**src/rtl/score_keeper_if.sv**
```systemverilog
// rtl/score_keeper_if.sv - event inputs and score outputs between game logic and score keeper
interface score_keeper_if;
    logic       start;
    logic       apple_eaten;
    logic       hit;
    logic [3:0] score;
    logic [7:0] score_bcd;
    logic [3:0] high_score;
    logic [1:0] level;
    logic [1:0] state;
    logic       grow;

    modport master (
        output start,
        output apple_eaten,
        output hit,
        input  score,
        input  score_bcd,
        input  high_score,
        input  level,
        input  state,
        input  grow
    );

    modport slave (
        input  start,
        input  apple_eaten,
        input  hit,
        output score,
        output score_bcd,
        output high_score,
        output level,
        output state,
        output grow
    );
endinterface

```
**src/rtl/score_keeper.sv**
```systemverilog
// rtl/score_keeper.sv - saturating game score, BCD view, high score, speed level and game FSM
module score_keeper #(
    parameter int MAX_SCORE  = 13,
    parameter int LEVEL_STEP = 4
) (
    input  logic          clk_50MHz,
    input  logic          rst,
    score_keeper_if.slave sk
);
    typedef enum logic [1:0] {
        IDLE = 2'b00,
        PLAY = 2'b01,
        WIN  = 2'b10,
        DEAD = 2'b11
    } state_t;

    localparam logic [3:0] MAX_S  = 4'(MAX_SCORE);
    localparam logic [3:0] STEP_S = 4'(LEVEL_STEP);

    state_t     state_q, state_d;
    logic [3:0] score_q, score_d;
    logic [3:0] high_q, high_d;
    logic       grow_q, grow_d;
    logic       start_prev_q, apple_prev_q, hit_prev_q;

    logic       start_e, apple_e, hit_e;
    logic [3:0] score_inc;
    logic [3:0] final_score;

    assign start_e     = sk.start & ~start_prev_q;
    assign apple_e     = sk.apple_eaten & ~apple_prev_q;
    assign hit_e       = sk.hit & ~hit_prev_q;
    // Only used in PLAY, where score_q < MAX_S <= 15, so this never wraps.
    assign score_inc   = score_q + 4'd1;
    assign final_score = apple_e ? score_inc : score_q;

    // Prev registers load 1 on reset so a level held through reset is not an edge.
    always_ff @(posedge clk_50MHz) begin
        if (rst) begin
            state_q      <= IDLE;
            score_q      <= 4'd0;
            high_q       <= 4'd0;
            grow_q       <= 1'b0;
            start_prev_q <= 1'b1;
            apple_prev_q <= 1'b1;
            hit_prev_q   <= 1'b1;
        end else begin
            state_q      <= state_d;
            score_q      <= score_d;
            high_q       <= high_d;
            grow_q       <= grow_d;
            start_prev_q <= sk.start;
            apple_prev_q <= sk.apple_eaten;
            hit_prev_q   <= sk.hit;
        end
    end

    // A same-cycle apple counts before the hit is considered.
    always_comb begin
        state_d = state_q;
        case (state_q)
            IDLE: begin
                if (start_e) state_d = PLAY;
            end
            PLAY: begin
                if (apple_e && score_inc == MAX_S) state_d = WIN;
                else if (hit_e)                    state_d = DEAD;
            end
            WIN, DEAD: begin
                if (start_e) state_d = PLAY;
            end
            default: state_d = IDLE;
        endcase
    end

    always_comb begin
        score_d = score_q;
        high_d  = high_q;
        grow_d  = 1'b0;
        if (state_q == PLAY) begin
            if (apple_e) begin
                score_d = score_inc;
                grow_d  = 1'b1;
            end
            if (state_d != PLAY && final_score > high_q) high_d = final_score;
        end else if (state_d == PLAY) begin
            score_d = 4'd0;
        end
    end

    logic       tens;
    logic [3:0] ones;
    logic [3:0] level_raw;

    assign tens      = (score_q >= 4'd10);
    assign ones      = score_q - (tens ? 4'd10 : 4'd0);
    assign level_raw = score_q / STEP_S;

    assign sk.score      = score_q;
    assign sk.score_bcd  = {3'b000, tens, ones};
    assign sk.high_score = high_q;
    assign sk.level      = (level_raw > 4'd3) ? 2'd3 : level_raw[1:0];
    assign sk.state      = state_q;
    assign sk.grow       = grow_q;
endmodule
```
**src/flat_wrapper.sv**
```systemverilog
// flat-port wrapper written by rule: the top's interface ports become plain ports
module score_keeper_flat 
#(
    parameter int MAX_SCORE  = 13,
    parameter int LEVEL_STEP = 4
)
  (clk_50MHz, rst, sk_start, sk_apple_eaten, sk_hit, sk_score, sk_score_bcd, sk_high_score, sk_level, sk_state, sk_grow);
  score_keeper_if sk_i ();
  input  logic clk_50MHz;
  input  logic rst;
  input wire logic [$bits(sk_i.start)-1:0] sk_start;
  input wire logic [$bits(sk_i.apple_eaten)-1:0] sk_apple_eaten;
  input wire logic [$bits(sk_i.hit)-1:0] sk_hit;
  output wire logic [$bits(sk_i.score)-1:0] sk_score;
  output wire logic [$bits(sk_i.score_bcd)-1:0] sk_score_bcd;
  output wire logic [$bits(sk_i.high_score)-1:0] sk_high_score;
  output wire logic [$bits(sk_i.level)-1:0] sk_level;
  output wire logic [$bits(sk_i.state)-1:0] sk_state;
  output wire logic [$bits(sk_i.grow)-1:0] sk_grow;
  assign sk_i.start = sk_start;
  assign sk_i.apple_eaten = sk_apple_eaten;
  assign sk_i.hit = sk_hit;
  assign sk_score = sk_i.score;
  assign sk_score_bcd = sk_i.score_bcd;
  assign sk_high_score = sk_i.high_score;
  assign sk_level = sk_i.level;
  assign sk_state = sk_i.state;
  assign sk_grow = sk_i.grow;
  score_keeper #(.MAX_SCORE(MAX_SCORE), .LEVEL_STEP(LEVEL_STEP)) u_core (.clk_50MHz(clk_50MHz), .rst(rst), .sk(sk_i));
endmodule
```
**config.mk**
```make
export PLATFORM = sky130hd
export DESIGN_NAME = score_keeper_flat
export DESIGN_NICKNAME = d
export VERILOG_FILES = /design/src/rtl/score_keeper_if.sv /design/src/rtl/score_keeper.sv /design/src/flat_wrapper.sv
export SDC_FILE = /design/constraint.sdc
export NUM_CORES = 1
export LEC_CHECK = 0
export ABC_AREA = 1
export BUFFER_PORTS_ARGS = -buffer_cell sky130_fd_sc_hd__buf_2
export CAP_MARGIN = 5
export CORE_ASPECT_RATIO = 1.25
export CORE_MARGIN = 5
export CORE_UTILIZATION = 35
export DETAILED_ROUTE_END_ITERATION = 12
export GPL_TIMING_DRIVEN = 0
export PLACE_DENSITY_LB_ADDON = 0.12
export SYNTH_ARGS = -nofsm -noshare
export SYNTH_HDL_FRONTEND = slang
export SYNTH_SLANG_ARGS = --single-unit
```
**constraint.sdc**
```tcl
create_clock -name clk_50MHz -period 2.5 [get_ports clk_50MHz]
set_clock_uncertainty 0.15 [all_clocks]
set_input_delay 0.375 -clock clk_50MHz [delete_from_list [all_inputs] [get_ports clk_50MHz]]
set_output_delay 0.375 -clock clk_50MHz [all_outputs]
set_load 0.005 [all_outputs]
```
==> impl_metrics.toml, run 1 <==
[run_status]
status = "finished, final reports clean"

[yosys]
ys_top_cells_by_count = "20 x nand2_1, 18 x inv_1, 14 x dfxtp_1"
synth_warnings = 0
ys.flop_type = "dfxtp_1"
muxShareOfSynthArea_pct = 0
synth-adder-area-share_pct = 12.4
synth_top_area_cell = "dfxtp_1"
synth-seq-cells = 14
netlist.area_leader.share_pct = 31.0
yosysMostFrequentCell = "nand2_1"
synth_top_family_by_area = "simple AND/OR/NAND/NOR gates"
synth_area_per_cell_um2 = 7.35
syn_area_um2 = 905
synthSimpleGateAreaFrac_pct = 28.8
synth_xor_area_share_pct = 1.94
syn_inst = 123
synth.distinct_cells = 25
synth-compound-area-share_pct = 10.4
synth_edf_count = 0
ys_top_cells_by_area = "dfxtp_1 31%, ha_1 12%, nand2_1 8.3%, inv_1 7.5%, buf_4 5.8%"
async_flop_share_pct = 0
seq_area_frac_synth_pct = 31.0

[sta]
fmax_ghz = 0.435
tns_ps = 0
period_share_pct = 91.9
layout_min_cycle_time_ps = 2300
slew_viol_final = 0
hold_viol = 0
setup_viol_count_final = 0

[cells_and_area]
fin_nets = 168
drive_gt1_share_pct = 36.6
post_layout_nonfiller_instances = 186
synthToLayoutAreaGrowth_pct = 25.3
num_antenna_cells = 0
final.fill_count = 301

[grt]
grt_max_degree = 11
grt-ovfl-total = 0
antenna_found_initial = 0
grt_pass1_wl_um = 3160
first_global_vias = 756
grt_usage_pct = 10.6

[power]
vdd_drop_max_uv = 247
p_leak_uw = 0.000634
p_per_area_mw_per_mm2 = 407

[placement]
dp_hpwl_um = 1460
gp_congestion = 0.779
io_buffers = 22
place_inst = 180

[clock_tree]
cts_hold_buf = 0
cts_root_buf = "clkbuf_4"
cts_buffer_depth = 2
tritoncts = "built"
ctsHtreeMaxLevel = 1
clock-sinks = 14
clk_pin_slew_worst_paths_ps = 90
clk_latency_ps = 270
numCtsBuffers = 3

[setup_path]
arrival_ps = 1770
cp-start-kind = "flop"
crit_fanout = 8
cp-end-kind = "output pin"
crit_required_ps = 1980
critical_path_class = "reg2out"

[floorplan]
die_x_um = 55.5
core-area_mm2 = 0.00245
num_io_pins = 26
rows = 20
dieArea_mm2 = 0.00371
start_util_pct = 36.9
die_height_um = 66.8

[route]
drtAntennaViolNets = 0
vias = 819
drc = 0
drt_iter0_markers = 10
avgViaCountPerCell = 4.40
wire_per_inst_um = 9.89
firstDrtPassIters = 4
wl_um = 1840

[worst_hold_path]
hp-class = "in2reg"

[flow_run]
max_cap_violations = 0
==> worst paths after layout <==
check / cells after the start / endpoint / startpoint / slack, ps
hold reg to reg: 2 / u_core.sk.high_score[2] / u_core.sk.high_score[2] / 370
setup / recovery: 8 / sk_score_bcd[3] / u_core.sk.score[0] / 200
setup reg to reg: 17 / u_core.sk.high_score[1] / u_core.sk.score[0] / 230
hold / removal: 3 / u_core.hit_prev_q / sk_hit / 130
==> layout make-up <==
cell class	instances	area (um2)	area share, %
plain buffers	8	57.6	5.08
clock buffers	4	36.3	3.20
inverters	21	78.8	6.95
multi-input cells	82	508	44.8
flip-flops and latches	14	287	25.3
well taps	33	41.3	3.64
repair buffers	24	125	11.0
==> flip-flops by register name, summed over array words and instances, names as in the netlist <==
name and flops:
u_core.sk.grow 1, u_core.sk.state 2, u_core.hit_prev_q 1, u_core.apple_prev_q 1
u_core.start_prev_q 1, u_core.sk.high_score 4, u_core.sk.score 4
==> placed cells by master (no fill, tap or decap), drive strengths merged <==
| cell type | n |
|---|---|
| nand4 | 1 |
| nor2 | 14 |
| xor2 | 1 |
| nand3 | 8 |
| or2 | 3 |
| ha | 9 |
| nor3 | 1 |
| dfxtp | 14 |
| buf | 32 |
| and3 | 1 |
| conb | 3 |
| a21oi | 12 |
| nand2 | 23 |
| inv | 21 |
| o21ai | 4 |
| clkbuf | 4 |
| xnor2 | 1 |
| o22ai | 1 |
==> per-stage QoR <==
| stage | power, uW | hold slack, ps | setup slack (ps) | area (um2) | util, % |
|---|---|---|---|---|---|
| floorplan | 285 | 294 | 286 | 912 | - |
| global placement | 302 | 352 | 86.8 | 1060 | 43.4 |
| detailed placement | 303 | 351 | 51.1 | 1060 | 43.4 |
| CTS | 466 | 124 | 60.5 | 1100 | 44.9 |
| global route | 498 | 138 | -6.49 | 1130 | 46.2 |
| finish | 461 | 130 | 202 | 1130 | 46.2 |
==> report_power, final <==
part | switching, uW | internal [uW]
Sequential | 3.71 | 229
Clock | 72.1 | 88.4
Combinational | 40.2 | 27.8
==> timing repair <==
action / CTS / global route
setup buffers: 0 / 2
resized for setup: 1 / 6
cloned: 0 / 0
pin swaps: 0 / 1
endpoints found under the setup margin: 1 / 6
==> routing by layer <==
layer  share of wire (%)  GRT usage [%]  vias up
met3                 3.9           2.71        2
met1                  44           12.2      366
met5                   0              0        -
li1                    -              -      437
met2                  51           18.9       14
met4                0.82           3.65        0
==> worst max-delay path, stage by stage (launching register included) <==
cell and delay [ps]:
dfxtp_4 400, inv_1 70, ha_1 200, nor3_2 130, nor2_1 80, ha_1 180
ha_1 180, xnor2_1 140, buf_2 120
==> cell families after synthesis <==
group                    Yosys count
AO/OA/AOI/OAI                     17
XOR/XNOR                           2
adder cells (fa/ha/maj)            9
buffers and inverters             29
flip-flops                        14
other                              1
AND/OR/NAND/NOR                   51
(Power assumes the default switching activity.)
==> run 2, diff against run 1 <==
==> constraint.sdc (replaced) <==
create_clock -name clk_50MHz -period 2.4 [get_ports clk_50MHz]
set_clock_uncertainty 0.15 [all_clocks]
set_input_delay 0.36 -clock clk_50MHz [delete_from_list [all_inputs] [get_ports clk_50MHz]]
set_output_delay 0.36 -clock clk_50MHz [all_outputs]
set_load 0.005 [all_outputs]
==> run 2 against run 1 <==
Worst hold slack got worse by 16 ps. Combinational power grew 4.4%. Critical path depth is the same. Setup slack lost 100 ps. Clock power is 5% higher. Core utilization up 1.3 points. Sequential share of layout area decreased by 0.36 points. Cell area is 2.8% higher. Register-to-register slack worse by 30 ps. Sequential power is 4% higher. Power rose by 4.4%. Via count rose by 1.6%. Critical endpoint is now sk_score_bcd[2]. Largest power group unchanged. Highest routed layer unchanged.
==> impl_metrics.toml, run 2 (synthesis gave the netlist of run 1 again) <==
[setup_path]
cp-end-kind = "output pin"
cpLargestDelayFamily = "adder cells"
path_buf_inv = 3
cp-start-kind = "flop"
path_common_cell = "ha_2"
arrival_ps = 1790
critical_path_class = "reg2out"
cpMaxStageDelayCell = "dfxtp_4"
cpPeakStageDelay_ps = 400
crit_required_ps = 1890
cp_cell_sequence = "inv_2, ha_2, nor3_2, nor2_2, ha_2, ha_2, inv_1, buf_2"
crit_fanout = 7

[power]
total_power_uw = 481
p_switching_uw = 123
combPwrFrac_pct = 14.8
vdd_drop_max_uv = 257
pwr-share-clk_pct = 35.2
p_per_area_mw_per_mm2 = 413
p_int_uw = 358
pwr-share-seq_pct = 50.1
p_leak_uw = 0.000631
swShare_pct = 25.5

[cells_and_area]
synthToLayoutAreaGrowth_pct = 28.8
final_cell_mix = "23 x buf_2, 20 x nand2_1, 17 x inv_1"
fin_area_mm2 = 0.00116
drive_gt1_share_pct = 41.8
multiInputGateArea_um2 = 532
mostFrequentLayoutCell = "buf_2"
fin_nets = 168
regArea_um2 = 290
num_antenna_cells = 0
final_util_pct = 47.5
final.fill_count = 307

[clock_tree]
cts_buffer_depth = 2
numCtsBuffers = 3
ctsHtreeMaxLevel = 1
tritoncts = "built"
cts_root_buf = "clkbuf_4"
clk_latency_ps = 270
clk_pin_slew_worst_paths_ps = 90
clock-sinks = 14

[floorplan]
rows = 20
core-area_mm2 = 0.00245
start_util_pct = 36.9
die_height_um = 66.8
die_x_um = 55.5
num_io_pins = 26
dieArea_mm2 = 0.00371

[route]
firstDrtPassIters = 4
wire_per_inst_um = 9.91
drt_iter0_markers = 14
drtAntennaViolNets = 0
wl_um = 1840
avgViaCountPerCell = 4.47
drc = 0
vias = 832

[run_status]
status = "finished, final reports clean"

[grt]
antenna_found_initial = 0
grt_pass1_wl_um = 3190
first_global_vias = 766
grt_usage_pct = 10.7
grt-ovfl-total = 0
grt_max_degree = 11

[placement]
dpl_cell_area_mm2 = 0.00106
gp_congestion = 0.779
io_buffers = 22
dp_hpwl_um = 1460
pre_cts_ws_ps = -48.9

[worst_hold_path]
hp-class = "in2reg"

[sta]
holdWs_ps = 114
slew_viol_final = 0
setup_viol_count_final = 0
fmax_ghz = 0.435
fin_ws_ps = 102
layout_min_cycle_time_ps = 2300
period_share_pct = 95.8
hold_viol = 0

[flow_run]
max_cap_violations = 0
[run 2: cell counts in the layout (fill, tap and decap cells not counted)]
No cell type changed its count.
[run 2: path summary, 6_finish.rpt]
path	slack, ps	from	cells past startpoint	to
worst max-delay path	100	u_core.sk.score[0]	8	sk_score_bcd[2]
worst min-delay path	110	sk_hit	3	u_core.hit_prev_q
worst max register to register	200	u_core.sk.score[1]	14	u_core.sk.high_score[1]
worst min register to register	370	u_core.sk.score[3]	2	u_core.sk.score[3]
[run 2: repair_timing]
| action | in CTS | in global routing |
|---|---|---|
| hold buffers | 0 | 0 |
| buffers inserted | 0 | 2 |
| pin swaps | 1 | 4 |
| setup endpoints to repair | 6 | 6 |
| gates resized for setup | 3 | 15 |
[run 2: routing by layer]
metal / global-route usage, % / part of all wire, %
met1: 11.9 / 43
met2: 19.7 / 52
met3: 2.71 / 4.0
met4: 3.65 / 0.65
met5: 0 / 0
[run 2: cell type report]
class                      instances  share of cell area (%)
sequential                        14                    24.9
inverter                          21                    6.77
buffer                             8                    4.94
clock buffer                       4                    3.11
timing repair buffer              24                    11.1
tap                               33                    3.54
multi-input combinational         82                    45.6
[run 2: worst reg2reg max path, delay by kind of cell, from the launching register on]
kind | cells | cell delay [ps]
AO/OA/AOI/OAI | 3 | 450
adder cells (fa/ha/maj) | 2 | 550
buffers and inverters | 3 | 270
flip-flops | 1 | 400
AND/OR/NAND/NOR | 6 | 290
[run 2: per-stage QoR]
step / std cells / TNS (ps)
finish: 186 / 0
global route: 186 / -14.1
CTS: 184 / 0
detailed placement: 180 / -145
global placement: 180 / -25.1
floorplan: 125 / 0
[run 2: power groups by stage]
| stage | clock (uW) | combinational [uW] | sequential, uW |
|---|---|---|---|
| 2_1_floorplan | 0 | 48.7 | 248 |
| 3_3_place_gp | 0 | 66.7 | 248 |
| 3_5_place_dp | 0 | 67.5 | 249 |
| 4_1_cts | 175 | 67.9 | 242 |
| 5_1_grt | 194 | 82.0 | 242 |
| 6_report | 169 | 71.0 | 241 |
